`src/rtl/fetch_stage.sv`:
```
// Purpose: MIPS fetch stage (PC, imem address) and IF/ID pipeline register; optional perf counters via FETCH_PERF_CNT_EN.
// Latency: 1 cycle from PC to IF/ID; taken branch or jump costs one bubble in IF/ID.
// Backpressure: stall holds PC and IF/ID; a taken branch overrides stall, a jump waits for stall to drop.
module fetch_stage #(
  parameter logic [31:0] RESET_PC = 32'h0000_0000
) (
  input  logic        clk,
  input  logic        reset,
  input  logic        stall,
  input  logic        branch_taken,
  input  logic [31:0] branch_target,
  input  logic        jump,
  output logic [31:0] imem_addr,
  input  logic [31:0] imem_rdata,
  output logic [31:0] if_id_instr,
  output logic [31:0] if_id_pc_plus4,
  output logic        if_id_valid,
  output logic [5:0]  opcode,
  output logic        flush_ex,
  output logic [31:0] perf_fetched,
  output logic [31:0] perf_bubbles
);

  logic [31:0] r_pc;
  logic [31:0] r_instr;
  logic [31:0] r_pc_plus4;
  logic        r_valid;

  logic [31:0] w_pc_plus4;
  logic [31:0] w_branch_pc;
  logic [31:0] w_jump_pc;
  logic        w_jump_take;
  logic        w_unused_bits;

  // Branch targets are word-aligned by dropping the low address bits.
  assign w_unused_bits = &{1'b0, branch_target[1:0]};

  assign w_pc_plus4  = r_pc + 32'd4;
  assign w_branch_pc = {branch_target[31:2], 2'b00};
  assign w_jump_pc   = {r_pc_plus4[31:28], r_instr[25:0], 2'b00};
  // A jump only counts for a real instruction in ID and only when ID can move on.
  assign w_jump_take = jump & r_valid & ~stall;

  assign imem_addr      = r_pc;
  assign if_id_instr    = r_instr;
  assign if_id_pc_plus4 = r_pc_plus4;
  assign if_id_valid    = r_valid;
  assign opcode         = r_instr[31:26];
  assign flush_ex       = branch_taken;

  // PC and IF/ID update: reset, branch, jump, stall, sequential fetch in priority order.
  always_ff @(posedge clk) begin
    if (reset) begin
      r_pc       <= RESET_PC;
      r_instr    <= 32'h0;
      r_pc_plus4 <= 32'h0;
      r_valid    <= 1'b0;
    end else if (branch_taken) begin
      r_pc       <= w_branch_pc;
      r_instr    <= 32'h0;
      r_pc_plus4 <= 32'h0;
      r_valid    <= 1'b0;
    end else if (w_jump_take) begin
      r_pc       <= w_jump_pc;
      r_instr    <= 32'h0;
      r_pc_plus4 <= 32'h0;
      r_valid    <= 1'b0;
    end else if (!stall) begin
      r_pc       <= w_pc_plus4;
      r_instr    <= imem_rdata;
      r_pc_plus4 <= w_pc_plus4;
      r_valid    <= 1'b1;
    end
  end

`ifdef FETCH_PERF_CNT_EN
  logic [31:0] r_perf_fetched;
  logic [31:0] r_perf_bubbles;

  // Count redirect bubbles and real fetches; stalled cycles leave both untouched.
  always_ff @(posedge clk) begin
    if (reset) begin
      r_perf_fetched <= 32'h0;
      r_perf_bubbles <= 32'h0;
    end else if (branch_taken || w_jump_take) begin
      r_perf_bubbles <= r_perf_bubbles + 32'd1;
    end else if (!stall) begin
      r_perf_fetched <= r_perf_fetched + 32'd1;
    end
  end

  assign perf_fetched = r_perf_fetched;
  assign perf_bubbles = r_perf_bubbles;
`else
  assign perf_fetched = 32'h0;
  assign perf_bubbles = 32'h0;
`endif

endmodule

```
`config.mk`:
```
export PLATFORM = sky130hd
export DESIGN_NAME = fetch_stage
export DESIGN_NICKNAME = d
export VERILOG_FILES = /design/src/rtl/fetch_stage.sv
export SDC_FILE = /design/constraint.sdc
export NUM_CORES = 1
export LEC_CHECK = 0
export ABC_CLOCK_PERIOD_IN_PS = 2150
export CAP_MARGIN = 20
export CORE_MARGIN = 10
export CORE_UTILIZATION = 38
export CTS_CLUSTER_DIAMETER = 200
export CTS_CLUSTER_SIZE = 20
export DETAILED_ROUTE_END_ITERATION = 12
export PLACE_DENSITY_LB_ADDON = 0.2
export RECOVER_POWER = 100
export SLEW_MARGIN = 20
export SYNTH_ARGS = -nofsm -noshare
export SYNTH_HDL_FRONTEND = slang
export SYNTH_SLANG_ARGS = --single-unit
```
`constraint.sdc`:
```
create_clock -name clk -period 2.15 [get_ports clk]
set_input_delay 0.3225 -clock clk [delete_from_list [all_inputs] [get_ports clk]]
set_output_delay 0.3225 -clock clk [all_outputs]
set_load 0.005 [all_outputs]
```
==> run summary, run 1 <==
FLOW RUN
----------------------------------------------------------------------------------------------------
Max capacitance violation total .......................................................            0

CLOCK NETWORK
----------------------------------------------------------------------------------------------------
Clock-pin slew reported for the worst setup and hold paths after clock tree synthesis .      0.06 ns
Total of hold buffers inserted after clock tree synthesis .............................            0
Num Clock Sinks .......................................................................           93
H-tree depth reported by CTS ..........................................................            3
CTS tree ..............................................................................         done
Clock buffer count from CTS ...........................................................            9
Buffer depth of the longest clock path ................................................            2
Worst-Skew Late Latency ...............................................................      0.35 ns
Clock root cell .......................................................................    clkbuf_16

STA
----------------------------------------------------------------------------------------------------
Setup clock skew after layout .........................................................  0.004062 ns
Headroom to the max-slew limit ........................................................       58.77%
Setup violation total in the final timing report ......................................            0
Post-route fraction of the period consumed by the critical path .......................       94.46%
Max Freq ..............................................................................   0.4924 GHz
Actual transition at the worst max-transition pin .....................................    0.6185 ns
Final Slew Violations .................................................................            0
Time the worst path needs with I/O delays and setup ...................................     2.031 ns
Number of endpoints with negative hold slack in the final report ......................            0

WORST HOLD PATH
----------------------------------------------------------------------------------------------------
Type of the most critical hold path ................................................... input port to flop
Startpoint of the worst hold path .....................................................        stall

SYNTH
----------------------------------------------------------------------------------------------------
Most instantiated flip-flop cell in the synthesis netlist .............................      dfxtp_1
Yosys warnings ........................................................................            0
EDFF count, synth .....................................................................            0
Number of distinct library cells after synthesis ......................................           48
Post-Synthesis Mean Instance Area .....................................................  8.358 sq um
Synth Register Bits ...................................................................           93
Part of the Yosys area used for sequential elements ...................................       36.16%
Post-Syn Instances ....................................................................          616
Share of flip-flops with an asynchronous set or reset .................................           0%
Area of the mapped netlist ............................................................   5149 sq um

ROUTING
----------------------------------------------------------------------------------------------------
Drt total wl .......................................................................... 18,110 microns
First-pass DRT Iterations .............................................................            5
Average via count per standard cell ...................................................        5.054
Iteration-0 DRC count of the detailed router ..........................................          363
Post-detailed-route count of antenna-violating nets ...................................            0
Via total after detailed routing ......................................................        4,918
DRC violations left ...................................................................            0
Average detailed-routed wire length per instance ...................................... 18.61 microns

LAYOUT
----------------------------------------------------------------------------------------------------
Number of nets in the layout ..........................................................          864
Most frequent standard cell in the layout excluding fill and tap cells ................      dfxtp_1
Synthesis-to-layout area growth .......................................................       39.54%
Number of fill cells in the layout ....................................................        1,232
Most used cells in the layout excluding fill and tap cells ............................ dfxtp_1, dlygate4sd3_1, clkdlybuf4s50_1, nor2_1, conb_1
Area taken by flip-flops and latches ..................................................   1862 sq um
Proportion of layout cells with a drive suffix above 1 ................................       9.285%
Area of the multi-input gates .........................................................   2764 sq um
Final cell count without fillers ......................................................          973
# diodes ..............................................................................            0

SETUP PATH
----------------------------------------------------------------------------------------------------
Capturing element type of the critical path ...........................................         flop
Max FO, Critical Path .................................................................            6
Category of the most critical setup path .............................................. flop to flop
Critical path data arrival time .......................................................      2.27 ns
Worst reg2reg path startpoint ......................................................... imem_addr[6]$_SDFFE_PP0P_
Sort of element at the start of the critical path .....................................         flop
Setup crit start ...................................................................... imem_addr[6]$_SDFFE_PP0P_
Required time reported for the critical path endpoint .................................      2.39 ns

GRT
----------------------------------------------------------------------------------------------------
Via count of the first global-routing pass ............................................        4,769
Global-route wire length before repair ................................................ 27,200 microns
Number of antenna violations at the first check in global routing .....................            0
Maximum number of pins on one net before global-route repair ..........................           67
Global Route Usage Sum ................................................................       18.77%
Remaining global-route overflow .......................................................            0

POWER AND IR DROP
----------------------------------------------------------------------------------------------------
Leakage power total ...................................................................     3.147 nW
P per Cell Area ....................................................................... 565.5 nW/um^2
Max VDD drop ..........................................................................  0.0003624 V
Overall power of the completed layout .................................................     4.063 mW

PLACED DESIGN
----------------------------------------------------------------------------------------------------
Port-buffer cells .....................................................................          166
Weighted congestion reported at the end of routability-driven placement ...............       0.9195
Inst Count DP .........................................................................          958
HPWL Detailed ......................................................................... 14,230 microns

FLOORPLANNING
----------------------------------------------------------------------------------------------------
Total die area ........................................................................ 18,610 sq um
CORE AREA ............................................................................. 13,240 sq um
Die height ............................................................................ 136.4 microns
Starting density of the core ..........................................................       38.88%
Num ports .............................................................................          237
Horizontal die dimension .............................................................. 136.4 microns
Placement row count ...................................................................           42

RUN STATUS
----------------------------------------------------------------------------------------------------
Run status ............................................................................ complete, no violations

## report_power, final
group	internal (mW)	switching, mW
registers	1.79	0.0690
clock network	0.831	0.648
logic	0.373	0.349
## Yosys cell counts, types with 14 or more instances
cell type  instances  area share, %
dfxtp_1           93             36
buf_4             76             11
nor2_1            69            5.0
mux2i_1           47            9.1
nand2_1           45            3.3
a21oi_1           44            4.3
o21ai_0           34            3.3
clkbuf_1          30            2.2
nand3_1           20            1.9
xor2_1            17            2.9
o221ai_1          14            2.4
xnor2_1           14            2.4
## registers in the layout, indices dropped and copies added (netlist names)
| signal | count |
|---|---|
| if_id_instr | 32 |
| imem_addr | 30 |
| if_id_valid | 1 |
| if_id_pc_plus4 | 30 |
## final cells by class
class | instances | area share, %
clock buffers | 12 | 3.570
clock inverters | 2 | 0.1393
inverters | 5 | 0.2612
multi-input cells | 467 | 38.47
flip-flops and latches | 93 | 25.91
well taps | 176 | 3.065
repair buffers | 218 | 28.58
## routing by layer
layer,up-vias,share of wire (%),global-route usage [%]
met1,2281,42,24.62
li1,2399,-,-
met2,220,45,28.75
met5,-,0,0
met4,0,1.6,7.101
met3,18,11,5.018
## worst max-delay path, cell delays in order, from the launching register on
cell and delay (ns):
dfxtp_1 0.43, nand3_1 0.32, nor3_4 0.32, nand2_2 0.09, or4_1 0.48, a32o_1 0.28
## path summary, 6_finish.rpt
path	cells after the start	slack (ns)	end
worst max register to register	5	0.12	imem_addr[27]$_SDFFE_PP0P_
worst min register to register	2	0.47	if_id_pc_plus4[4]$_SDFFE_PP0N_
worst max-delay path	5	0.12	imem_addr[27]$_SDFFE_PP0P_
worst min-delay path	4	0.43	imem_addr[12]$_SDFFE_PP0P_
## what timing repair did
action	4_1_cts	5_1_grt
buffers inserted	0	1
endpoints found under the setup margin	0	3
resized for setup	0	1
## logic make-up after synthesis
group / count (synthesis) / share of synthesized area, %
AND/OR/NAND/NOR: 182 / 16.65
AO/OA/AOI/OAI: 136 / 16.84
buffers and inverters: 123 / 15.19
flip-flops: 93 / 36.16
multiplexers: 49 / 9.575
XOR/XNOR: 31 / 5.273
adder cells (fa/ha/maj): 1 / 0.2430
other: 1 / 0.07283
## metrics by stage
step           util, %  cell area (sq um)  setup TNS (ns)  setup slack [ns]  hold WS [ns]
2_1_floorplan        -               5400               0           0.02566        0.4311
6_report         54.25               7184               0            0.1191        0.4342
5_1_grt          54.25               7184       -0.005340         -0.004715        0.4712
3_5_place_dp     52.31               6927               0            0.1166        0.4609
4_1_cts          54.32               7193               0            0.1220        0.4277
3_3_place_gp     52.31               6927               0            0.1440        0.4550
(Power assumes the default switching activity.)
==> run 2: changes to the inputs <==
Settings changed: MAX_ROUTING_LAYER from default to met4.
==> run 2 against run 1 <==
Register-to-register slack hardly changed. Sequential power hardly changed. Worst setup slack worse by 0.053 ns. Design area is 0.14% higher. Global-route usage is 0.52 points higher. Critical endpoint is now if_id_instr[31]$_SDFFE_PP0N_. Largest cell class unchanged.
==> run summary, run 2 (synthesized netlist as in run 1, its figures left out) <==
SETUP PATH
----------------------------------------------------------------------------------------------------
Crit-path most repeated cell ..........................................................       nor2_1
Max FO, Critical Path .................................................................           25   was 6
Worst reg2reg path startpoint ......................................................... imem_addr[3]$_SDFFE_PP0P_   was imem_addr[6]$_SDFFE_PP0P_
Critical Path Max Stage Delay .........................................................      0.61 ns   was 0.48 ns
Slowest cell on the critical path ..................................................... dlygate4sd3_1   was or4_1
Register-to-Register Path Depth .......................................................            7   was 5
Worst path buffer plus inverter count .................................................            3   was 0
Capturing element type of the critical path ...........................................         flop   unchanged
Family with the most delay on the worst path .......................................... buffers and inverters   was simple AND/OR/NAND/NOR gates
Critical path data arrival time .......................................................      2.30 ns   was 2.27 ns
Sort of element at the start of the critical path .....................................   input port   was flop
Category of the most critical setup path .............................................. input port to flop   was flop to flop
Critical Path, Cell by Cell ........................................................... dlygate4sd3_1 -> clkbuf_2 -> nor2_1 -> nand2_1 -> clkbuf_4 -> nor2_1   was nand3_1 -> nor3_4 -> nand2_2 -> or4_1 -> a32o_1
Required time reported for the critical path endpoint .................................      2.37 ns   was 2.39 ns
Reg2reg end ........................................................................... imem_addr[20]$_SDFFE_PP0P_   was imem_addr[27]$_SDFFE_PP0P_
Setup slack of the most critical reg-to-reg path ......................................      0.12 ns   about the same

STA
----------------------------------------------------------------------------------------------------
Max Freq ..............................................................................   0.4799 GHz   was 0.4924 GHz
Final Slew Violations .................................................................            0   unchanged
Actual transition at the worst max-transition pin .....................................    0.5016 ns   was 0.6185 ns
Tightest hold margin ..................................................................    0.3747 ns   was 0.4342 ns
Headroom to the max-slew limit ........................................................       66.56%   was 58.77%
Time the worst path needs with I/O delays and setup ...................................     2.084 ns   was 2.031 ns
Number of endpoints with negative hold slack in the final report ......................            0   unchanged
Post-route fraction of the period consumed by the critical path .......................       96.92%   was 94.46%
Setup clock skew after layout .........................................................  0.005694 ns   was 0.004062 ns
Setup violation total in the final timing report ......................................            0   unchanged

LAYOUT
----------------------------------------------------------------------------------------------------
Synthesis-to-layout area growth .......................................................       39.73%   was 39.54%
Largest register FFs ..................................................................           32   unchanged
# diodes ..............................................................................            0   unchanged
Non-Filler Cell Area, Final ...........................................................   7194 sq um   was 7184 sq um
Number of nets in the layout ..........................................................          864   unchanged
Most frequent standard cell in the layout excluding fill and tap cells ................ dlygate4sd3_1   was dfxtp_1
Most used cells in the layout excluding fill and tap cells ............................ dlygate4sd3_1, dfxtp_1, nor2_1, conb_1, clkdlybuf4s50_1   was dfxtp_1, dlygate4sd3_1, clkdlybuf4s50_1, nor2_1, conb_1
Proportion of layout cells with a drive suffix above 1 ................................       9.512%   was 9.285%

FLOW RUN
----------------------------------------------------------------------------------------------------
Max capacitance violation total .......................................................            0   unchanged

FLOORPLANNING
----------------------------------------------------------------------------------------------------
Die height ............................................................................ 136.4 microns   unchanged
Horizontal die dimension .............................................................. 136.4 microns   unchanged
Placement row count ...................................................................           42   unchanged
Starting density of the core ..........................................................       38.88%   unchanged
CORE AREA ............................................................................. 13,240 sq um   unchanged
Total die area ........................................................................ 18,610 sq um   unchanged
Num ports .............................................................................          237   unchanged

CLOCK NETWORK
----------------------------------------------------------------------------------------------------
Buffer depth of the longest clock path ................................................            2   unchanged
CTS tree ..............................................................................         done   unchanged
Worst-Skew Late Latency ...............................................................      0.34 ns   was 0.35 ns
H-tree depth reported by CTS ..........................................................            3   unchanged
Num Clock Sinks .......................................................................           93   unchanged
Clock root cell .......................................................................    clkbuf_16   unchanged
Total of hold buffers inserted after clock tree synthesis .............................            0   unchanged
Clock-pin slew reported for the worst setup and hold paths after clock tree synthesis .      0.06 ns   about the same
Clock buffer count from CTS ...........................................................            9   unchanged

WORST HOLD PATH
----------------------------------------------------------------------------------------------------
Hold-critical path depth ..............................................................            3   was 4
End point of the worst hold path ...................................................... if_id_pc_plus4[5]$_SDFFE_PP0N_   was imem_addr[12]$_SDFFE_PP0P_
Startpoint of the worst hold path .....................................................        stall   unchanged
Type of the most critical hold path ................................................... input port to flop   unchanged

POWER AND IR DROP
----------------------------------------------------------------------------------------------------
P per Cell Area ....................................................................... 579.4 nW/um^2   was 565.5 nW/um^2
Overall power of the completed layout .................................................     4.168 mW   was 4.063 mW
Max VDD drop ..........................................................................  0.0003279 V   was 0.0003624 V
Leakage power total ...................................................................     3.186 nW   was 3.147 nW

ROUTING
----------------------------------------------------------------------------------------------------
Average detailed-routed wire length per instance ...................................... 18.75 microns   was 18.61 microns
Average via count per standard cell ...................................................        5.127   was 5.054
Drt total wl .......................................................................... 18,280 microns   was 18,110 microns
Via total after detailed routing ......................................................        4,999   was 4,918
Post-detailed-route count of antenna-violating nets ...................................            0   unchanged
Iteration-0 DRC count of the detailed router ..........................................          412   was 363
DRC violations left ...................................................................            0   unchanged
First-pass DRT Iterations .............................................................            5   unchanged

GRT
----------------------------------------------------------------------------------------------------
Via count of the first global-routing pass ............................................        4,842   was 4,769
Remaining global-route overflow .......................................................            0   unchanged
Global Route Usage Sum ................................................................       19.30%   was 18.77%
Maximum number of pins on one net before global-route repair ..........................           67   unchanged
Global-route wire length before repair ................................................ 27,520 microns   was 27,200 microns
Number of antenna violations at the first check in global routing .....................            0   unchanged

RUN STATUS
----------------------------------------------------------------------------------------------------
Run status ............................................................................ complete, no violations   unchanged

PLACED DESIGN
----------------------------------------------------------------------------------------------------
Port-buffer cells .....................................................................          166   unchanged
Area after detailed placement .........................................................   6927 sq um   unchanged
Weighted congestion reported at the end of routability-driven placement ...............       0.8990   was 0.9195
HPWL Detailed ......................................................................... 14,350 microns   was 14,230 microns

## run 2: cell types whose count changed in the layout (fill, tap and decap cells not counted), moves of 2 or more
cell	delta
clkdlybuf4s50_1	-13
dlygate4sd3_1	+13
buf_4	-5
clkbuf_2	+4
clkinv_2	+2
## run 2: report_power, final
| part | switching, mW | internal, mW | total [mW] |
|---|---|---|---|
| clock network | 0.661 | 0.926 | 1.59 |
| logic | 0.358 | 0.366 | 0.723 |
| registers | 0.0656 | 1.79 | 1.86 |
| total | 1.08 | 3.08 | 4.17 |
## run 2: layout make-up
type,count,area [sq um]
fillers,1247,6048
multi-input cells,467,2774
repair buffers,218,2027
flip-flops and latches,93,1862
clock buffers,11,242.7
well taps,176,220.2
clock inverters,5,50.05
inverters,5,18.77
## run 2: routing by layer
metal	track usage, %	wire length [microns]	vias up
met5	-	0	-
met1	25.57	8253	2338
li1	-	-	2399
met4	6.154	239	0
met3	3.173	1517	20
met2	29.32	8269	242
## run 2: how the worst max path moves through the flow
| stage | startpoint | to | slack [ns] | cells after the start |
|---|---|---|---|---|
| 6_report | branch_taken | if_id_instr[31]$_SDFFE_PP0N_ | 0.07 | 6 |
| 4_1_cts | imem_addr[3]$_SDFFE_PP0P_ | imem_addr[14]$_SDFFE_PP0P_ | 0.003 | 7 |
| 3_3_place_gp | imem_addr[2]$_SDFFE_PP0P_ | imem_addr[14]$_SDFFE_PP0P_ | 0.07 | 7 |
| 5_1_grt | imem_addr[2]$_SDFFE_PP0P_ | imem_addr[30]$_SDFFE_PP0P_ | -0.006 | 8 |
| 2_1_floorplan | imem_addr[2]$_SDFFE_PP0P_ | imem_addr[16]$_SDFFE_PP0P_ | 0.03 | 6 |
| 3_5_place_dp | imem_addr[2]$_SDFFE_PP0P_ | imem_addr[14]$_SDFFE_PP0P_ | 0.02 | 7 |
## run 2: worst min-delay path: cells and delay by family
family | cells | cell delay (ns)
compound gates | 1 | 0.05
buf+inv | 1 | 0.20
simple gates | 1 | 0.09
## run 2: repair_timing
action / CTS / global route
setup endpoints to repair: 0 / 6
setup buffers: 0 / 1
gates resized for setup: 0 / 3
## run 2: stage by stage
| step | worst slack [ns] | setup TNS, ns | util (%) | cells |
|---|---|---|---|---|
| 2_1_floorplan | 0.02566 | 0 | - | 683 |
| 3_3_place_gp | 0.07339 | 0 | 52.31 | 958 |
| 3_5_place_dp | 0.02478 | 0 | 52.31 | 958 |
| 4_1_cts | 0.002681 | 0 | 54.52 | 974 |
| 5_1_grt | -0.006148 | -0.006148 | 54.33 | 975 |
| 6_report | 0.06613 | 0 | 54.33 | 975 |
